==> src/rtl/branch_redirect_ctrl_pkg.sv <==
// ---------------------------------------------------------------------------
// branch_redirect_ctrl_pkg
// Shared constants for the branch redirect controller: default address and
// counter widths, the two-state FSM encoding and a small state decode helper.
// Imported by the interface, the controller and the performance counters.
// ---------------------------------------------------------------------------
package branch_redirect_ctrl_pkg;

    localparam int BR_ADDR_W    = 32;
    localparam int BR_CNT_W     = 32;
    localparam int BR_STATE_BUS = 1;

    typedef logic [BR_STATE_BUS-1:0] br_state_t;

    localparam br_state_t BR_STATE_IDLE = 1'b0;
    localparam br_state_t BR_STATE_HOLD = 1'b1;

    // True while a redirect is being offered to the PC stage.
    function automatic logic br_is_hold(input br_state_t state);
        return (state == BR_STATE_HOLD);
    endfunction

endpackage

==> src/rtl/branch_redirect_ctrl_if.sv <==
// ---------------------------------------------------------------------------
// branch_redirect_ctrl_if
// Bundles the ID-stage branch result, pipeline control inputs and the
// redirect outputs towards the PC/IF stages.
//   master : pipeline side (drives branch/stall/flush, observes redirect)
//   slave  : branch_redirect_ctrl
// Signals:
//   branch_flag, branch_addr  ID branch taken + resolved target
//   id_stall                  ID held this cycle
//   pc_ready                  PC stage can load a redirect
//   flush, flush_pc           exception/eret flush pulse + target
//   redirect_valid/addr       redirect offered to the PC stage
//   squash_if                 kill the wrong-path IF instruction
//   branch_stall              hold ID while a redirect is unaccepted
//   in_delay_slot             instruction entering ID is a delay slot
// ---------------------------------------------------------------------------
interface branch_redirect_ctrl_if
    import branch_redirect_ctrl_pkg::*;
#(
    parameter int ADDR_W = BR_ADDR_W
);
    logic              branch_flag;
    logic [ADDR_W-1:0] branch_addr;
    logic              id_stall;
    logic              pc_ready;
    logic              flush;
    logic [ADDR_W-1:0] flush_pc;
    logic              redirect_valid;
    logic [ADDR_W-1:0] redirect_addr;
    logic              squash_if;
    logic              branch_stall;
    logic              in_delay_slot;

    modport master (
        output branch_flag, branch_addr, id_stall, pc_ready, flush, flush_pc,
        input  redirect_valid, redirect_addr, squash_if, branch_stall, in_delay_slot
    );

    modport slave (
        input  branch_flag, branch_addr, id_stall, pc_ready, flush, flush_pc,
        output redirect_valid, redirect_addr, squash_if, branch_stall, in_delay_slot
    );

endinterface

==> src/rtl/branch_redirect_ctrl_perf_cnt.sv <==
// ---------------------------------------------------------------------------
// branch_perf_cnt
// Two free-running wrap-around event counters (taken branches, redirect wait
// cycles). Only compiled when BRANCH_PERF_EN is defined; otherwise the
// controller ties its performance outputs to zero and no flops exist.
// Ports:
//   clk, rst             core clock, synchronous active-high reset
//   en_taken, en_wait    increment enables
//   cnt_taken, cnt_wait  counter values (wrap modulo 2^CNT_W)
// ---------------------------------------------------------------------------
`ifdef BRANCH_PERF_EN
module branch_perf_cnt
    import branch_redirect_ctrl_pkg::*;
#(
    parameter int CNT_W = BR_CNT_W
) (
    input  logic             clk,
    input  logic             rst,
    input  logic             en_taken,
    input  logic             en_wait,
    output logic [CNT_W-1:0] cnt_taken,
    output logic [CNT_W-1:0] cnt_wait
);
    localparam logic [CNT_W-1:0] ONE = {{(CNT_W-1){1'b0}}, 1'b1};

    logic [CNT_W-1:0] taken_r;
    logic [CNT_W-1:0] wait_r;

    // Event counters; natural overflow gives the wrap to zero.
    always_ff @(posedge clk) begin
        if (rst) begin
            taken_r <= {CNT_W{1'b0}};
            wait_r  <= {CNT_W{1'b0}};
        end else begin
            if (en_taken) begin
                taken_r <= taken_r + ONE;
            end else begin
                taken_r <= taken_r;
            end
            if (en_wait) begin
                wait_r <= wait_r + ONE;
            end else begin
                wait_r <= wait_r;
            end
        end
    end

    assign cnt_taken = taken_r;
    assign cnt_wait  = wait_r;

endmodule
`endif

==> src/rtl/branch_redirect_ctrl.sv <==
// ---------------------------------------------------------------------------
// branch_redirect_ctrl
// Sequences ID-stage branch resolution into the PC stage. A taken branch
// accepted from ID is latched and offered as a redirect (HOLD) until the PC
// stage takes it; ID is held meanwhile. The instruction after the branch is
// the MIPS delay slot and is flagged, never squashed. Flushes pre-empt any
// pending branch and reuse the same redirect handshake.
// Optional feature macro: BRANCH_PERF_EN (taken / wait-cycle counters).
// Ports:
//   clk         core clock
//   rst         synchronous active-high reset
//   br          branch_redirect_ctrl_if.slave (branch in, redirect out)
//   perf_taken  accepted-branch count (0 without BRANCH_PERF_EN)
//   perf_wait   cycles with redirect_valid && !pc_ready (0 without it)
// ---------------------------------------------------------------------------
module branch_redirect_ctrl
    import branch_redirect_ctrl_pkg::*;
#(
    parameter int ADDR_W = BR_ADDR_W,
    parameter int CNT_W  = BR_CNT_W
) (
    input  logic                  clk,
    input  logic                  rst,
    branch_redirect_ctrl_if.slave br,
    output logic [CNT_W-1:0]      perf_taken,
    output logic [CNT_W-1:0]      perf_wait
);

    br_state_t         state_r;
    br_state_t         state_nxt_s;
    logic [ADDR_W-1:0] addr_r;
    logic [ADDR_W-1:0] addr_nxt_s;
    logic              ds_r;
    logic              ds_nxt_s;
    logic              hold_s;
    logic              accept_s;

    assign hold_s = br_is_hold(state_r);

    // branch_stall blocks a second branch while one is pending, which also
    // makes a branch sitting in the delay slot fall on the floor.
    assign accept_s = br.branch_flag && !br.id_stall && !hold_s && !br.flush;

    // Next-state logic; flush overrides everything and discards any target.
    always_comb begin
        state_nxt_s = state_r;
        addr_nxt_s  = addr_r;
        if (ds_r && !br.id_stall) begin
            ds_nxt_s = 1'b0;
        end else begin
            ds_nxt_s = ds_r;
        end

        if (br.flush) begin
            state_nxt_s = BR_STATE_HOLD;
            addr_nxt_s  = br.flush_pc;
            ds_nxt_s    = 1'b0;
        end else begin
            case (state_r)
                BR_STATE_IDLE: begin
                    if (accept_s) begin
                        state_nxt_s = BR_STATE_HOLD;
                        addr_nxt_s  = br.branch_addr;
                        ds_nxt_s    = 1'b1;
                    end else begin
                        state_nxt_s = BR_STATE_IDLE;
                    end
                end
                BR_STATE_HOLD: begin
                    if (br.pc_ready) begin
                        state_nxt_s = BR_STATE_IDLE;
                    end else begin
                        state_nxt_s = BR_STATE_HOLD;
                    end
                end
                default: begin
                    state_nxt_s = BR_STATE_IDLE;
                end
            endcase
        end
    end

    // State, redirect target and delay-slot flag registers.
    always_ff @(posedge clk) begin
        if (rst) begin
            state_r <= BR_STATE_IDLE;
            addr_r  <= {ADDR_W{1'b0}};
            ds_r    <= 1'b0;
        end else begin
            state_r <= state_nxt_s;
            addr_r  <= addr_nxt_s;
            ds_r    <= ds_nxt_s;
        end
    end

    assign br.redirect_valid = hold_s;
    assign br.branch_stall   = hold_s;
    assign br.redirect_addr  = addr_r;
    assign br.in_delay_slot  = ds_r;
    // The PC stage consumes the redirect this cycle, so the instruction now
    // being fetched (the one after the delay slot) is wrong-path.
    assign br.squash_if      = hold_s && br.pc_ready;

`ifdef BRANCH_PERF_EN
    logic wait_s;

    assign wait_s = hold_s && !br.pc_ready;

    branch_perf_cnt #(
        .CNT_W (CNT_W)
    ) u_perf (
        .clk       (clk),
        .rst       (rst),
        .en_taken  (accept_s),
        .en_wait   (wait_s),
        .cnt_taken (perf_taken),
        .cnt_wait  (perf_wait)
    );
`else
    assign perf_taken = {CNT_W{1'b0}};
    assign perf_wait  = {CNT_W{1'b0}};
`endif

endmodule

==> src/flat_wrapper.sv <==
// flat-port wrapper written by rule: the top's interface ports become plain ports
module branch_redirect_ctrl_flat import branch_redirect_ctrl_pkg::*;
#(
    parameter int ADDR_W = BR_ADDR_W,
    parameter int CNT_W  = BR_CNT_W
)
  (clk, rst, perf_taken, perf_wait, br_branch_flag, br_branch_addr, br_id_stall, br_pc_ready, br_flush, br_flush_pc, br_redirect_valid, br_redirect_addr, br_squash_if, br_branch_stall, br_in_delay_slot);
  branch_redirect_ctrl_if #(.ADDR_W(ADDR_W)) br_i ();
  input  logic clk;
  input  logic rst;
  output logic [CNT_W-1:0] perf_taken;
  output logic [CNT_W-1:0] perf_wait;
  input wire logic [$bits(br_i.branch_flag)-1:0] br_branch_flag;
  input wire logic [$bits(br_i.branch_addr)-1:0] br_branch_addr;
  input wire logic [$bits(br_i.id_stall)-1:0] br_id_stall;
  input wire logic [$bits(br_i.pc_ready)-1:0] br_pc_ready;
  input wire logic [$bits(br_i.flush)-1:0] br_flush;
  input wire logic [$bits(br_i.flush_pc)-1:0] br_flush_pc;
  output wire logic [$bits(br_i.redirect_valid)-1:0] br_redirect_valid;
  output wire logic [$bits(br_i.redirect_addr)-1:0] br_redirect_addr;
  output wire logic [$bits(br_i.squash_if)-1:0] br_squash_if;
  output wire logic [$bits(br_i.branch_stall)-1:0] br_branch_stall;
  output wire logic [$bits(br_i.in_delay_slot)-1:0] br_in_delay_slot;
  assign br_i.branch_flag = br_branch_flag;
  assign br_i.branch_addr = br_branch_addr;
  assign br_i.id_stall = br_id_stall;
  assign br_i.pc_ready = br_pc_ready;
  assign br_i.flush = br_flush;
  assign br_i.flush_pc = br_flush_pc;
  assign br_redirect_valid = br_i.redirect_valid;
  assign br_redirect_addr = br_i.redirect_addr;
  assign br_squash_if = br_i.squash_if;
  assign br_branch_stall = br_i.branch_stall;
  assign br_in_delay_slot = br_i.in_delay_slot;
  branch_redirect_ctrl #(.ADDR_W(ADDR_W), .CNT_W(CNT_W)) u_core (.clk(clk), .rst(rst), .br(br_i), .perf_taken(perf_taken), .perf_wait(perf_wait));
endmodule
==> config.mk <==
export PLATFORM = sky130hd
export DESIGN_NAME = branch_redirect_ctrl_flat
export DESIGN_NICKNAME = d
export VERILOG_FILES = /design/src/rtl/branch_redirect_ctrl_pkg.sv /design/src/rtl/branch_redirect_ctrl_if.sv /design/src/rtl/branch_redirect_ctrl_perf_cnt.sv /design/src/rtl/branch_redirect_ctrl.sv /design/src/flat_wrapper.sv
export SDC_FILE = /design/constraint.sdc
export NUM_CORES = 1
export LEC_CHECK = 0
export ABC_AREA = 1
export CORE_MARGIN = 5
export CORE_UTILIZATION = 25
export CTS_CLUSTER_SIZE = 30
export DETAILED_ROUTE_END_ITERATION = 6
export GPL_TIMING_DRIVEN = 0
export PLACE_DENSITY = 0.67
export SLEW_MARGIN = 25
export SYNTH_ARGS = -nofsm -noshare
export SYNTH_HDL_FRONTEND = slang
export SYNTH_SLANG_ARGS = --single-unit
==> constraint.sdc <==
create_clock -name clk -period 1.9 [get_ports clk]
set_clock_uncertainty 0.15 [all_clocks]
set_input_delay 0.285 -clock clk [delete_from_list [all_inputs] [get_ports clk]]
set_output_delay 0.285 -clock clk [all_outputs]
set_load 0.02 [all_outputs]
==> metrics.csv <==
stage,metric,value,unit
power,internal_power,1.49,mW
logic_synthesis,post_synth_and_or_nand_nor_area_fraction,32.8,%
logic_synthesis,portion_of_netlist_area_occupied_by_mux_cells,0,%
logic_synthesis,yosys.area_share.adder,0,%
setup_path,critical-path-max-stage-delay,0.59,ns
setup_path,critPathArrivalTime,1.35,ns
global_routing,via_count_of_the_first_global_routing_pass,2667,
logic_synthesis,register_bit_count_reported_by_yosys,34,
setup_path,critPathSlowestCell,clkdlybuf4s50_1,
timing,rsz_0062_raised_after_global_routing,false,
cts,tritoncts,done,
drt,ant_nets,0,
finish,area_growth,63.3,%
finish,layout_common_cells,"nand2_1 (134), clkdlybuf4s50_1 (103), buf_4 (70), conb_1 (64), inv_1 (35)",
power,share_of_power_burned_in_combinational_logic,38.8,%
placement,gp_congestion,0.754,
timing,maxClockFrequency,0.560,GHz
cts,clock_sink_count,34,
drt,initialDrtViolationCount,90,
placement,port-buffer-count,104,
finish,final_nets,638,
logic_synthesis,synth_sequential_area_ratio,28.2,%
power,power.ir.vdd_worst,0.000302,V
logic_synthesis,largest_family_of_logic_cells_by_synthesized_area,simple AND/OR/NAND/NOR gates,
finish,insertedDiodeCount,0,
global_routing,grt_antenna_before_repair,0,
job,cap_violations,0,
setup_path,start_kind,register,
setup_path,worstPathMaxFanout,5,
cts,clk-insertion-delay-late,0.28,ns
finish,area_taken_by_multi_input_logic_gates,0.00120,mm^2
timing,timing.max_slew.rel_slack,66.5,%
timing,finalHoldWorstSlack,0.310,ns
placement,dp_hpwl,6300,um
setup_path,timing.critical_path.max_delay_family,buffers and inverters,
logic_synthesis,yosysUniqueCellTypes,13,
timing,report.final.setup_viol,0,
cts,cts-htree-levels,2,
drt,via_count_normalized_by_instance_count,3.77,
logic_synthesis,synth_compound_gate_area_share,6.84,%
logic_synthesis,synth.cell_area,0.00242,mm^2
drt,wl,7690,um
finish,drive_above_1_share,16.7,%
cts,clockRootBuffer,clkbuf_8,
global_routing,grt_max_degree,11,
drt,routed_wire_length_per_instance,11.0,um
floorplan,chipHeight,108,um
finish,final-instance-count-excl-fill,698,
power,leak,2.09,nW
logic_synthesis,postSynthCellCount,394,
cts,cts-root-to-sink-buffers,2,
global_routing,global_route.usage.total,13.2,%
drt,num_vias,2633,
power,clock_network_fraction_of_design_power,25.3,%
setup_path,cp.buffers_inverters,2,
cts,holdBufCountCts,0,
drt,first_pass_iters,4,
timing,postLayoutSetupSlackWorst,0.113,ns
floorplan,fp.dieW,108,um
drt,post-route-drc-count,0,
finish,regArea,682,um^2
setup_path,worstSetupPathType,reg2out,
placement,dpl.cell_count,690,
logic_synthesis,post_synth_xor_area_fraction,0,%
finish,fillers,999,
min_path,worst_hold_path_type,in2reg,
timing,slew_viol_final,0,
floorplan,floorplan.core_area,0.00933,mm^2
global_routing,overflow,0,
timing,report.final.hold_viol_count,0,
power,switchingPower,0.750,mW
global_routing,wire_length_of_the_first_global_routing_pass,12400,um
power,power.share.sequential,35.9,%
floorplan,floorplan.rows,35,
timing,layout_worst_path_cycle_share,94.1,%
timing,period_needed,1.79,ns
logic_synthesis,syn_area_per_cell,6.13,um^2
floorplan,floorplan.initialDensity,25.9,%
cts,cts.clk_slew.worst_paths,0.07,ns
timing,actual_slew_at_the_worst_max_slew_pin,0.503,ns
placement,detailedPlace.worstSlack,0.00162,ns
setup_path,critical_path_rt,1.46,ns
setup_path,crit_chain,buf_4 -> clkdlybuf4s50_1,
cts,cts_inserted_buffers,5,
floorplan,design.die.area,0.0117,mm^2
logic_synthesis,ys_warn_count,0,
status,run_status,"finished, final reports clean",
setup_path,type_of_destination_of_the_critical_path,primary output,
finish,commonest_non_fill_non_tap_cell_in_the_layout,nand2_1,
power,total_power_density_per_cell_area,567,mW/mm^2
power,swShare,33.5,%
floorplan,io_pins,170,
timing,finalSetupTns,0,ns
-- logic make-up (layout without fill, tap and decap cells) --
family,count (synthesis),in the layout
simple gates,200,200
buf+inv,126,238
flops,34,34
other cells,1,64
compound gates,33,33
-- power groups by stage --
stage          registers (mW)  logic, mW  clock network [mW]
2_1_floorplan           0.891      0.459                   0
5_1_grt                 0.811      0.956               0.621
3_5_place_dp            0.820      0.866                   0
6_report                0.803      0.868               0.566
4_1_cts                 0.804      0.868               0.583
3_3_place_gp            0.816      0.859                   0
-- sequential cells by signal, summed over array words and instances, names as in the netlist --
name,flops
u_core.br.redirect_addr,32
u_core.br.branch_stall,1
u_core.br.in_delay_slot,1
-- area by class of cell --
cell class	count	area share, %
sequential	34	17.3
inverter	37	3.52
timing repair buffer	104	26.3
clock buffer	7	2.19
buffer	89	16.1
multi-input combinational	297	30.3
clock inverter	1	0.127
tap	129	4.09
-- layer usage --
layer	vias up	global-route usage [%]	wire [um]
met2	119	23.8	3790
met5	-	0	0
met3	7	3.88	740
met1	1097	15.0	3040
li1	1410	-	-
met4	0	3.97	118
-- worst reg2reg max path, delay by kind of cell, from the launching register on --
kind | cells | cell delay, ns
simple gates | 3 | 0.25
buf+inv | 2 | 0.37
compound gates | 1 | 0.15
flops | 1 | 0.35
-- per-stage QoR --
step	utilization (%)	cell area (um^2)	power, mW
after floorplan	-	2650	1.35
after global placement	41.3	3850	1.68
after detailed placement	41.3	3850	1.69
after CTS	42.3	3950	2.25
after global routing	42.3	3950	2.39
final	42.3	3950	2.24
-- path summary, 6_finish.rpt --
path	cells past startpoint	slack (ns)	start	end
hold / removal	5	0.31	br_flush	u_core.br.redirect_addr[10]
hold reg to reg	2	0.32	u_core.br.in_delay_slot	u_core.br.in_delay_slot
setup reg to reg	6	0.53	u_core.br.branch_stall	u_core.br.redirect_addr[21]
setup / recovery	2	0.11	u_core.br.branch_stall	br_redirect_valid
-- cells in the mapped netlist --
cell type / instances / area (um^2)
conb_1: 1 / 3.75
clkinv_1: 1 / 3.75
nand3_1: 33 / 165
buf_4: 70 / 526
buf_2: 13 / 65.1
dfxtp_1: 34 / 681
nand2_1: 134 / 503
a21oi_1: 33 / 165
inv_1: 35 / 131
buf_6: 3 / 33.8
nor2_1: 33 / 124
clkbuf_1: 3 / 11.3
inv_2: 1 / 3.75
-- timing repair --
item | in CTS | in global routing
buffers inserted | 0 | 0
gates resized for setup | 1 | 1
endpoints found under the setup margin | 1 | 1
Power figures use the tool's default switching activity.
